===== src/rtl/elevator_pkg.sv =====
// elevator_pkg
// Shared types and helpers for the SCAN elevator controller.
//   state_t : FSM state encoding (fixed encodings, decoded by the drivers' debug taps)
//   dir_t   : travel direction register encoding
//   max_u   : constant helper used to size the shared timer
package elevator_pkg;

    typedef enum logic [2:0] {
        IDLE       = 3'b000,
        DOOR_CLOSE = 3'b001,
        MOVE_DOWN  = 3'b010,
        MOVE_UP    = 3'b011,
        DOOR_OPEN  = 3'b111
    } state_t;

    typedef enum logic {
        DIR_UP   = 1'b0,
        DIR_DOWN = 1'b1
    } dir_t;

    function automatic int unsigned max_u(input int unsigned a, input int unsigned b);
        return (a > b) ? a : b;
    endfunction

endpackage


===== src/rtl/elevator_req_scan.sv =====
// elevator_req_scan
// Combinational look-ahead for the SCAN decision: reports whether any request
// is pending strictly above or strictly below the cabin.
// Ports:
//   pending     in  N_FLOORS : request bitmap
//   etaj_curent in  FLOOR_W  : cabin floor
//   above       out 1        : some pending floor > etaj_curent
//   below       out 1        : some pending floor < etaj_curent
module elevator_req_scan #(
    parameter int unsigned N_FLOORS = 8,
    parameter int unsigned FLOOR_W  = $clog2(N_FLOORS)
) (
    input  logic [N_FLOORS-1:0] pending,
    input  logic [FLOOR_W-1:0]  etaj_curent,
    output logic                above,
    output logic                below
);

    always_comb begin
        above = 1'b0;
        below = 1'b0;
        for (int unsigned i = 0; i < N_FLOORS; i++) begin
            if (pending[i] && (i > 32'(etaj_curent))) begin
                above = 1'b1;
            end
            if (pending[i] && (i < 32'(etaj_curent))) begin
                below = 1'b1;
            end
        end
    end

endmodule


===== src/rtl/elevator_scan_ctrl.sv =====
// elevator_scan_ctrl
// SCAN (collective) elevator controller: keeps a pending-request bitmap, keeps
// travelling in one direction while requests remain ahead, and owns the door
// timer, the per-floor travel timer (one shared counter) and the cabin floor.
// Ports:
//   clk         in  1        : clock
//   reset       in  1        : synchronous, active-high; cabin position forced to 0
//   req_valid   in  1        : request strobe
//   req_floor   in  FLOOR_W  : requested floor, values >= N_FLOORS ignored
//   obstruct    in  1        : door obstruction sensor (level)
//   etaj_curent out FLOOR_W  : cabin floor (registered)
//   pending     out N_FLOORS : request bitmap (registered)
//   sus         out 1        : motor up   (MOVE_UP)
//   jos         out 1        : motor down (MOVE_DOWN)
//   door_status out 1        : door open  (DOOR_OPEN)
//   busy        out 1        : not idle, or requests outstanding
module elevator_scan_ctrl
    import elevator_pkg::*;
#(
    parameter int unsigned N_FLOORS    = 8,
    parameter int unsigned FLOOR_W     = $clog2(N_FLOORS),
    parameter int unsigned DOOR_CYCLES = 4,
    parameter int unsigned MOVE_CYCLES = 8
) (
    input  logic                clk,
    input  logic                reset,
    input  logic                req_valid,
    input  logic [FLOOR_W-1:0]  req_floor,
    input  logic                obstruct,
    output logic [FLOOR_W-1:0]  etaj_curent,
    output logic [N_FLOORS-1:0] pending,
    output logic                sus,
    output logic                jos,
    output logic                door_status,
    output logic                busy
);

    localparam int unsigned TIMER_MAX = max_u(DOOR_CYCLES, MOVE_CYCLES);
    localparam int unsigned TIMER_W   = (TIMER_MAX > 1) ? $clog2(TIMER_MAX) : 1;

    localparam logic [TIMER_W-1:0] DOOR_LAST = TIMER_W'(DOOR_CYCLES - 1);
    localparam logic [TIMER_W-1:0] MOVE_LAST = TIMER_W'(MOVE_CYCLES - 1);
    localparam logic [FLOOR_W-1:0] TOP_FLOOR = FLOOR_W'(N_FLOORS - 1);

    state_t              state_q, state_d;
    dir_t                dir_q, dir_d;
    logic [TIMER_W-1:0]  timer_q, timer_d;
    logic [FLOOR_W-1:0]  etaj_q, etaj_d;
    logic [N_FLOORS-1:0] pending_q, pending_d;

    logic                above, below;
    logic                req_in_range, req_here, moving;
    logic                door_exp, move_exp;
    logic [FLOOR_W-1:0]  step_floor;
    logic [N_FLOORS-1:0] req_mask, step_mask;
    logic                step_hit;

    elevator_req_scan #(
        .N_FLOORS (N_FLOORS),
        .FLOOR_W  (FLOOR_W)
    ) u_req_scan (
        .pending     (pending_q),
        .etaj_curent (etaj_q),
        .above       (above),
        .below       (below)
    );

    // Request and timer decode.
    always_comb begin
        req_in_range = req_valid && (32'(req_floor) < N_FLOORS);
        req_here     = req_in_range && (req_floor == etaj_q);
        moving       = (state_q == MOVE_UP) || (state_q == MOVE_DOWN);
        door_exp     = (timer_q == DOOR_LAST);
        move_exp     = (timer_q == MOVE_LAST);
        // Only meaningful while moving; the assertion below guards the ends.
        step_floor   = (state_q == MOVE_UP) ? etaj_q + FLOOR_W'(1) : etaj_q - FLOOR_W'(1);
        for (int unsigned i = 0; i < N_FLOORS; i++) begin
            req_mask[i]  = req_in_range && (32'(req_floor) == i);
            step_mask[i] = (32'(step_floor) == i);
        end
        step_hit = |(pending_q & step_mask);
    end

    // Next-state logic.
    always_comb begin
        state_d   = state_q;
        dir_d     = dir_q;
        etaj_d    = etaj_q;
        timer_d   = timer_q + TIMER_W'(1);
        pending_d = pending_q;

        // A stationary cabin serves its own floor by (re)opening the door
        // instead of recording the request; a moving cabin records it.
        if (!(req_here && !moving)) begin
            pending_d = pending_q | req_mask;
        end

        unique case (state_q)
            IDLE: begin
                timer_d = '0;
                if (req_here) begin
                    state_d = DOOR_OPEN;
                end else if (pending_q != '0) begin
                    state_d = DOOR_CLOSE;
                end
            end

            DOOR_CLOSE: begin
                if (obstruct || req_here) begin
                    state_d = DOOR_OPEN;
                end else if (door_exp) begin
                    // Keep going up while work remains above; otherwise
                    // prefer down, and only then turn back up.
                    if ((dir_q == DIR_UP) && above) begin
                        state_d = MOVE_UP;
                    end else if (below) begin
                        state_d = MOVE_DOWN;
                        dir_d   = DIR_DOWN;
                    end else if (above) begin
                        state_d = MOVE_UP;
                        dir_d   = DIR_UP;
                    end else begin
                        state_d = IDLE;
                    end
                end
            end

            MOVE_UP, MOVE_DOWN: begin
                if (move_exp) begin
                    etaj_d  = step_floor;
                    timer_d = '0;
                    if (step_hit) begin
                        // Clearing after the set makes a same-edge request
                        // for the arrival floor count as served.
                        pending_d = pending_d & ~step_mask;
                        state_d   = DOOR_OPEN;
                    end
                end
            end

            DOOR_OPEN: begin
                if (req_here || obstruct) begin
                    timer_d = '0;
                end else if (door_exp) begin
                    state_d = (pending_q != '0) ? DOOR_CLOSE : IDLE;
                end
            end

            default: begin
                state_d = IDLE;
            end
        endcase

        if (state_d != state_q) begin
            timer_d = '0;
        end
    end

    always_ff @(posedge clk) begin
        if (reset) begin
            state_q   <= IDLE;
            dir_q     <= DIR_UP;
            timer_q   <= '0;
            etaj_q    <= '0;
            pending_q <= '0;
        end else begin
            state_q   <= state_d;
            dir_q     <= dir_d;
            timer_q   <= timer_d;
            etaj_q    <= etaj_d;
            pending_q <= pending_d;
        end
    end

    // SCAN only moves toward a pending floor, so the cabin can never step
    // past either end of the shaft.
    always_ff @(posedge clk) begin
        if (!reset && move_exp) begin
            if (state_q == MOVE_UP) begin
                a_no_step_above_top: assert (etaj_q != TOP_FLOOR);
            end
            if (state_q == MOVE_DOWN) begin
                a_no_step_below_zero: assert (etaj_q != '0);
            end
        end
    end

    assign etaj_curent = etaj_q;
    assign pending     = pending_q;
    assign sus         = (state_q == MOVE_UP);
    assign jos         = (state_q == MOVE_DOWN);
    assign door_status = (state_q == DOOR_OPEN);
    assign busy        = (state_q != IDLE) || (pending_q != '0);

endmodule


===== config.mk =====
export PLATFORM = sky130hd
export DESIGN_NAME = elevator_scan_ctrl
export DESIGN_NICKNAME = d
export VERILOG_FILES = /design/src/rtl/elevator_pkg.sv /design/src/rtl/elevator_req_scan.sv /design/src/rtl/elevator_scan_ctrl.sv
export SDC_FILE = /design/constraint.sdc
export NUM_CORES = 1
export LEC_CHECK = 0
export CAP_MARGIN = 5
export CORE_ASPECT_RATIO = 1.4
export CORE_UTILIZATION = 30
export CTS_CLUSTER_SIZE = 24
export DETAILED_ROUTE_END_ITERATION = 8
export REMOVE_ABC_BUFFERS = 1
export SYNTH_ARGS = -nofsm -noshare
export SYNTH_HDL_FRONTEND = slang
export SYNTH_SLANG_ARGS = --single-unit

===== constraint.sdc =====
create_clock -name clk -period 4.4 [get_ports clk]
set_clock_uncertainty 0.15 [all_clocks]
set_input_delay 0.66 -clock clk [delete_from_list [all_inputs] [get_ports clk]]
set_output_delay 0.66 -clock clk [all_outputs]
set_load 0.01 [all_outputs]

==> metrics.cfg, run 1 <==
[route]
vias_per_cell = 5.36
postRouteAntennaNets = 0
num_vias = 1287
remaining_drc_errors = 0
wirelength_um = 3540
drt_iter0_drc = 59
routedWlPerCell_um = 14.8
drtPass1Iterations = 4

[timing]
tns_ns = 0
hold_viol = 0
final.min_clock_period_ns = 3.07
setup_viol = 0
slew_headroom = 0.565
max_slew.worst_pin.slew_ns = 0.651
post-route-period-util = 0.697
whs_ns = 0.375
final_max_slew_viol_count = 0
timing.final.ws_setup_ns = 1.33
timing.fmax_mhz = 326
rsz0062_at_grt = no

[placement]
dp_hpwl_um = 2630
gp_congestion = 0.864
pre_cts_slack_ns = 1.24
portBuffers = 21

[finish]
drive_above_1_share = 0.0833
utilization = 0.376
diodes = 0
area.growth.synth_to_final_pct = 19.5
nNetsFinal = 194

[yosys]
synth.cell_area_um2 = 1350
synth_ff_type = dfxtp_1
yosysTopAreaCellShare = 0.268
syn_avg_cell_area_um2 = 8.26
synth_seq_area_share = 0.268
synth_area_leaders = dfxtp_1 27%, ha_1 5.6%, nand2_1 5.0%
ys_types = 51
ys.warnings.count = 0
netlist_instances = 163
synth_edf_count = 0
ys_top_cells_by_count = 18 x dfxtp_1, 18 x nand2_1, 18 x nor2_1
ys_ff_latch = 18
synth_async_sr_flop_share = 0
synth_area_leader_cell = dfxtp_1

[die]
start_util = 0.315
die-area_um2 = 4760
fp.dieW_um = 58.6
fp.dieH_um = 81.3
coreArea_um2 = 4270
io_pins = 22
rows = 28

[clock_tree]
cts-hold-fix-buffers = 0
cts_max_level = 1
cts-root-buf = clkbuf_8
cts_sinks = 18
clk_pin_slew_worst_paths_ns = 0.08
clk_latency_ns = 0.26
post_cts_buffers = 0
clock_path_buffers = 2
cts_made_buffers = 3
cts_tree = yes
post_cts_resized = 0

[grt]
grt_pass1_wl_um = 5690
grt_start_max_net_pins = 17
grt_remaining_overflow = 0
grt_pass1_vias = 1165
antenna_found_initial = 0
grt_use_total = 0.158

[pwr]
leakage_nw = 0.561
p_per_area_nw_per_um2 = 310
peakVddDrop_mv = 0.143

[worst_setup_path]
crit_path_start_kind = flop
arrival_ns = 3.08
required_ns = 4.41
end_kind = flop
critPathKind = flop to flop
cp_max_fo = 12

[outcome]
status = finished, final reports clean

[hold_path]
hold_path_class = flop to flop

[job]
timing.max_cap.violations = 0

[path summary, 6_finish.rpt]
kind | from | endpoint | slack (ns) | cells past startpoint
max | etaj_curent[0]$_SDFFE_PP0P_ | timer_q[1]$_SDFF_PP0_ | 1.33 | 8
min | dir_q$_SDFFE_PP0P_ | dir_q$_SDFFE_PP0P_ | 0.38 | 2
max reg2reg | etaj_curent[0]$_SDFFE_PP0P_ | timer_q[1]$_SDFF_PP0_ | 1.33 | 8
min reg2reg | dir_q$_SDFFE_PP0P_ | dir_q$_SDFFE_PP0P_ | 0.38 | 2
[cells in the final DEF, fill, tap and decap left out, types with 2 or more instances in the layout]
cell type / count
mux2i_1: 2
o221ai_1: 2
inv_1: 7
nor3b_1: 3
o21ai_0: 5
and3b_1: 2
clkbuf_8: 4
dfxtp_1: 18
o21bai_1: 2
xnor2_1: 5
nor2b_1: 3
nand2b_1: 2
nand2_1: 18
o21ai_1: 2
a31oi_1: 4
a211oi_1: 5
a221oi_1: 3
nor2_1: 18
a311oi_1: 4
ha_1: 6
a21oi_1: 13
nor4_1: 2
clkdlybuf4s50_1: 21
nor3_1: 5
[where the power goes]
group	switching, mW	internal, mW	total [mW]
Clock	0.0578	0.0795	0.137
Combinational	0.0799	0.0786	0.158
Sequential	0.0280	0.176	0.204
Total	0.166	0.334	0.500
[sequential cells by signal, summed over array words and instances (netlist names)]
name,count
dir_q,1
etaj_curent,3
pending,8
state_q,3
timer_q,3
[critical path, stage by stage (launching register included)]
cell and delay [ns]:
dfxtp_1 0.67, inv_6 0.09, ha_1 0.38, xnor2_4 0.31, mux4_1 0.34, and3_4 0.20
or3_1 0.34, a32o_2 0.25, nor4_1 0.25
[final cells by class]
type                    instances  area, µm²
well taps                      60       75.1
multi-input cells             129        873
clock buffers                   4       55.1
flip-flops and latches         18        360
repair buffers                 21        210
fillers                       463       2670
inverters                       8       35.0
[kinds of logic after synthesis]
| logic type | Yosys count | share of synthesized area |
|---|---|---|
| XOR/XNOR | 6 | 0.0530 |
| adder cells (fa/ha/maj) | 6 | 0.0558 |
| AO/OA/AOI/OAI | 48 | 0.249 |
| flip-flops | 18 | 0.268 |
| buffers and inverters | 16 | 0.0836 |
| multiplexers | 3 | 0.0344 |
| AND/OR/NAND/NOR | 66 | 0.257 |
[metal layers]
metal,global-route usage,up-vias,share of wire
met5,0,-,0
met4,0.0357,0,0.014
met3,0.0303,6,0.055
met2,0.282,40,0.49
met1,0.194,605,0.44
li1,-,636,-
[through the flow]
stage / total power, mW / cells / cell area (µm²)
after detailed placement: 0.366 / 236 / 1550
final: 0.500 / 240 / 1610
after global placement: 0.366 / 236 / 1550
after floorplan: 0.309 / 155 / 1270
after global routing: 0.531 / 240 / 1610
after CTS: 0.502 / 240 / 1610
(Power assumes the default switching activity.)
==> inputs of run 2 (changes only) <==
==> constraint.sdc (replaced) <==
create_clock -name clk -period 3.1 [get_ports clk]
set_clock_uncertainty 0.15 [all_clocks]
set_input_delay 0.465 -clock clk [delete_from_list [all_inputs] [get_ports clk]]
set_output_delay 0.465 -clock clk [all_outputs]
set_load 0.01 [all_outputs]
==> run 2 against run 1 <==
Against the previous run:
- total power increased by 47%
- final cell count grew 2.5%
- critical path depth rose by 1
- setup slack worse by 1.1 ns
- clock power increased by 47%
- sequential cell count is the same
==> metrics.cfg, run 2 (synthesis results as in run 1) <==
[die]
start_util = 0.315
fp.dieH_um = 81.3
coreArea_um2 = 4270
io_pins = 22
die-area_um2 = 4760
fp.dieW_um = 58.6
rows = 28

[grt]
grt_pass1_wl_um = 5840
grt_start_max_net_pins = 16
grt_use_total = 0.163
grt_pass1_vias = 1209
antenna_found_initial = 0
grt_remaining_overflow = 0

[placement]
pre_cts_slack_ns = 0.235
portBuffers = 21
gp_congestion = 0.890
dp_hpwl_um = 2710

[clock_tree]
post_cts_buffers = 0
post_cts_resized = 0
clk_latency_ns = 0.27
cts_tree = yes
cts-root-buf = clkbuf_8
cts_max_level = 1
clock_path_buffers = 2
cts-hold-fix-buffers = 0
cts_made_buffers = 3
cts_sinks = 18
clk_pin_slew_worst_paths_ns = 0.08

[worst_setup_path]
critPathBufInv = 1
crit_family = compound AO/OA/AOI/OAI gates
crit_chain = buf_4, ha_1, ha_1, nand2_1, o21ai_1, a2111oi_2, nor2_1, nor2_1, a311oi_1
critPathSlowestCell = a2111oi_2
required_ns = 3.06
arrival_ns = 2.78
end_kind = flop
cpPeakStageDelay_ns = 0.52
cp_max_fo = 11
crit_path_start_kind = flop
critPathKind = flop to flop

[timing]
hold_viol = 0
final.min_clock_period_ns = 2.82
final_max_slew_viol_count = 0
timing.fmax_mhz = 355
rsz0062_at_grt = no
tns_ns = 0
post-route-period-util = 0.909
timing.final.ws_setup_ns = 0.281
max_slew.worst_pin.slew_ns = 0.727
slew_headroom = 0.512
setup_viol = 0

[route]
drtPass1Iterations = 4
drt_iter0_drc = 50
wirelength_um = 3610
routedWlPerCell_um = 14.7
vias_per_cell = 5.28
num_vias = 1299
remaining_drc_errors = 0
postRouteAntennaNets = 0

[pwr]
leakage_nw = 0.593
peakVddDrop_mv = 0.221
p_per_area_nw_per_um2 = 444

[finish]
fill_cells = 478
area.growth.synth_to_final_pct = 22.9
largest_register_ffs = 8
layout_common_cells = 21 x clkdlybuf4s50_1, 18 x nor2_1, 18 x nand2_1, 18 x dfxtp_1, 13 x a21oi_1
nNetsFinal = 200
diodes = 0
drive_above_1_share = 0.113
final_common_cell = clkdlybuf4s50_1

[hold_path]
hold_path_class = flop to flop

[job]
timing.max_cap.violations = 0

[outcome]
status = finished, final reports clean

==> run 2: changes by cell type in the layout (fill, tap and decap cells not counted) <==
cell | previous run | this run
buf_4 | 0 | 6
==> run 2: cell type report <==
| type | count | area [µm²] | area share |
|---|---|---|---|
| Sequential cell | 18 | 360 | 0.218 |
| Inverter | 8 | 35.0 | 0.0212 |
| Timing Repair Buffer | 27 | 255 | 0.154 |
| Tap cell | 60 | 75.1 | 0.0454 |
| Multi-Input combinational cell | 129 | 873 | 0.528 |
| Clock buffer | 4 | 55.1 | 0.0333 |
==> run 2: final timing paths <==
path / start / depth (start not counted) / slack [ns] / to
setup / recovery: etaj_curent[0]$_SDFFE_PP0P_ / 9 / 0.28 / pending[7]$_SDFF_PP0_
hold / removal: dir_q$_SDFFE_PP0P_ / 2 / 0.36 / dir_q$_SDFFE_PP0P_
setup reg to reg: etaj_curent[0]$_SDFFE_PP0P_ / 9 / 0.28 / pending[7]$_SDFF_PP0_
hold reg to reg: dir_q$_SDFFE_PP0P_ / 2 / 0.36 / dir_q$_SDFFE_PP0P_
==> run 2: metrics by stage <==
| stage | cells | power (mW) | hold slack [ns] | util | area (µm²) |
|---|---|---|---|---|---|
| after floorplan | 155 | 0.439 | 0.322 | - | 1270 |
| after global placement | 242 | 0.537 | 0.340 | 0.374 | 1600 |
| after detailed placement | 242 | 0.537 | 0.347 | 0.374 | 1600 |
| after CTS | 246 | 0.738 | 0.366 | 0.387 | 1650 |
| after global routing | 246 | 0.780 | 0.389 | 0.387 | 1650 |
| final | 246 | 0.734 | 0.364 | 0.387 | 1650 |
==> run 2: routing by layer <==
metal / part of all wire / global-route usage / vias to the layer above
met5: 0 / 0 / -
li1: - / - / 642
met1: 0.44 / 0.197 / 602
met2: 0.50 / 0.289 / 48
met4: 0.016 / 0.0619 / 0
met3: 0.043 / 0.0223 / 7
==> run 2: worst register-to-register path: cells and delay by family (launching register included) <==
kind / cells / cell delay [ns]
compound gates: 3 / 0.93
fa+ha+maj: 2 / 0.50
buf+inv: 1 / 0.20
flops: 1 / 0.35
simple gates: 3 / 0.56
==> run 2: power by group <==
group | switching, mW | internal [mW]
Sequential | 0.0120 | 0.249
Combinational | 0.146 | 0.125
Clock | 0.0884 | 0.113
==> inputs of run 3 (changes only) <==
--- a/config.mk
+++ b/config.mk
@@ -6,11 +6,12 @@
 export NUM_CORES = 1
 export LEC_CHECK = 0
 export CAP_MARGIN = 5
-export CORE_ASPECT_RATIO = 1.4
+export CORE_ASPECT_RATIO = 0.7
 export CORE_UTILIZATION = 30
 export CTS_CLUSTER_SIZE = 24
 export DETAILED_ROUTE_END_ITERATION = 8
 export REMOVE_ABC_BUFFERS = 1
+export SETUP_SLACK_MARGIN = 0.2
 export SYNTH_ARGS = -nofsm -noshare
 export SYNTH_HDL_FRONTEND = slang
 export SYNTH_SLANG_ARGS = --single-unit
==> run 3 against run 2 <==
Against the previous run:
- setup slack better by 0.077 ns
- critical path depth down 1
- routed wire length down 6.7%
- sequential power about the same
- final cell count down 2.0%
- first-iteration DRC count up 120%
- sequential cell count unchanged
- combinational power about the same
- global-route usage down 0.20 points
- count of clock-buffer cells in the layout down 1
- utilization up 1.7 points
- via count down 0.31%
==> metrics.cfg, run 3 (synthesis results as in run 1) <==
[clock_tree]
cts_sinks = 18
cts_max_level = 1
clk_pin_slew_worst_paths_ns = 0.07
cts_made_buffers = 3
clock_path_buffers = 2
cts-hold-fix-buffers = 0
clk_latency_ns = 0.25
cts-root-buf = clkbuf_8
cts_tree = yes

[worst_setup_path]
crit_path_start_kind = flop
end_kind = flop
arrival_ns = 2.75
required_ns = 3.11
critPathKind = flop to flop
cp_max_fo = 8
rrSetupSlack_ns = 0.36
worstReg2RegEnd = timer_q[1]$_SDFF_PP0_
worstRegToRegCells = 8
r2r_start = etaj_curent[0]$_SDFFE_PP0P_

[hold_path]
hold_path_class = flop to flop
holdCritStartpoint = dir_q$_SDFFE_PP0P_
min_to = dir_q$_SDFFE_PP0P_
worstHoldPathCells = 2

[job]
timing.max_cap.violations = 0

[timing]
final.min_clock_period_ns = 2.74
post-route-period-util = 0.885
max_slew.worst_pin.slew_ns = 0.650
timing.fmax_mhz = 365
tns_ns = 0
final_max_slew_viol_count = 0
slew_headroom = 0.564
hold_viol = 0
rsz0062_at_grt = yes
setup_viol = 0

[finish]
area.growth.synth_to_final_pct = 23.5
nNetsFinal = 204
fill_cells = 411
drive_above_1_share = 0.132
layout_common_cells = 21 x clkdlybuf4s50_1, 18 x nand2_1, 18 x dfxtp_1
final_common_cell = clkdlybuf4s50_1
regArea_um2 = 360
multi_input_comb_area_um2 = 876
diodes = 0
stdcell_count = 241
utilization = 0.404
largest_register_ffs = 8

[route]
wirelength_um = 3370
routedWlPerCell_um = 14.0
vias_per_cell = 5.37
drtPass1Iterations = 4
drt_iter0_drc = 109
num_vias = 1295
postRouteAntennaNets = 0
remaining_drc_errors = 0

[pwr]
leakage_nw = 0.602
peakVddDrop_mv = 0.263
p_per_area_nw_per_um2 = 416

[grt]
grt_pass1_vias = 1098
antenna_found_initial = 0
grt_remaining_overflow = 0
grt_use_total = 0.161
grt_pass1_wl_um = 5720
grt_start_max_net_pins = 17

[die]
rows = 19
fp.dieH_um = 58.1
start_util = 0.327
coreArea_um2 = 4110
io_pins = 22
die-area_um2 = 4760
fp.dieW_um = 82.1

[placement]
gp_congestion = 0.878
dp_cells = 235
portBuffers = 21
dp_hpwl_um = 2600

[outcome]
status = finished, final reports clean

==> run 3: critical path, cell delays in order, from the launching register on <==
cell	delay [ns]
dfxtp_1	0.40
inv_6	0.07
ha_1	0.36
xnor2_4	0.28
mux4_1	0.33
and3_4	0.20
or3_1	0.33
a32o_2	0.25
nor4_1	0.26
==> run 3: layout make-up <==
cell class                 count  share of cell area
timing repair buffer          31               0.172
tap                           52              0.0391
inverter                       8              0.0211
sequential                    18               0.217
multi-input combinational    129               0.527
clock buffer                   3              0.0248
==> run 3: stage by stage <==
| step | power [mW] | area (µm²) | hold WS, ns | setup slack [ns] |
|---|---|---|---|---|
| 2_1_floorplan | 0.439 | 1270 | 0.322 | 0.226 |
| 4_1_cts | 0.693 | 1640 | 0.391 | 0.287 |
| 5_1_grt | 0.747 | 1660 | 0.412 | 0.188 |
| 3_3_place_gp | 0.538 | 1600 | 0.360 | 0.280 |
| 3_5_place_dp | 0.531 | 1600 | 0.376 | 0.232 |
| 6_report | 0.692 | 1660 | 0.388 | 0.358 |
==> run 3: metal layers <==
layer / up-vias / share of wire / track usage
li1: 658 / - / -
met1: 577 / 0.53 / 0.260
met2: 56 / 0.37 / 0.200
met3: 4 / 0.093 / 0.0472
met4: 0 / 0.0086 / 0.0376
met5: - / 0 / 0
==> run 3: timing repair <==
item,4_1_cts,5_1_grt
resized for setup,0,1
setup endpoints to repair,0,4
setup buffers,0,3
==> run 3: worst max path at each step <==
stage / end / slack, ns / from / cells after the start
6_report: timer_q[1]$_SDFF_PP0_ / 0.36 / etaj_curent[0]$_SDFFE_PP0P_ / 8
5_1_grt: timer_q[1]$_SDFF_PP0_ / 0.19 / etaj_curent[0]$_SDFFE_PP0P_ / 8
4_1_cts: timer_q[1]$_SDFF_PP0_ / 0.29 / etaj_curent[0]$_SDFFE_PP0P_ / 8
3_5_place_dp: timer_q[1]$_SDFF_PP0_ / 0.23 / req_floor[0] / 7
3_3_place_gp: timer_q[1]$_SDFF_PP0_ / 0.28 / req_floor[0] / 7
2_1_floorplan: timer_q[0]$_SDFF_PP0_ / 0.23 / etaj_curent[0]$_SDFFE_PP0P_ / 8
==> run 3: power breakdown <==
group	switching, mW	internal (mW)
registers	0.0121	0.249
logic	0.141	0.128
clock network	0.0759	0.0864
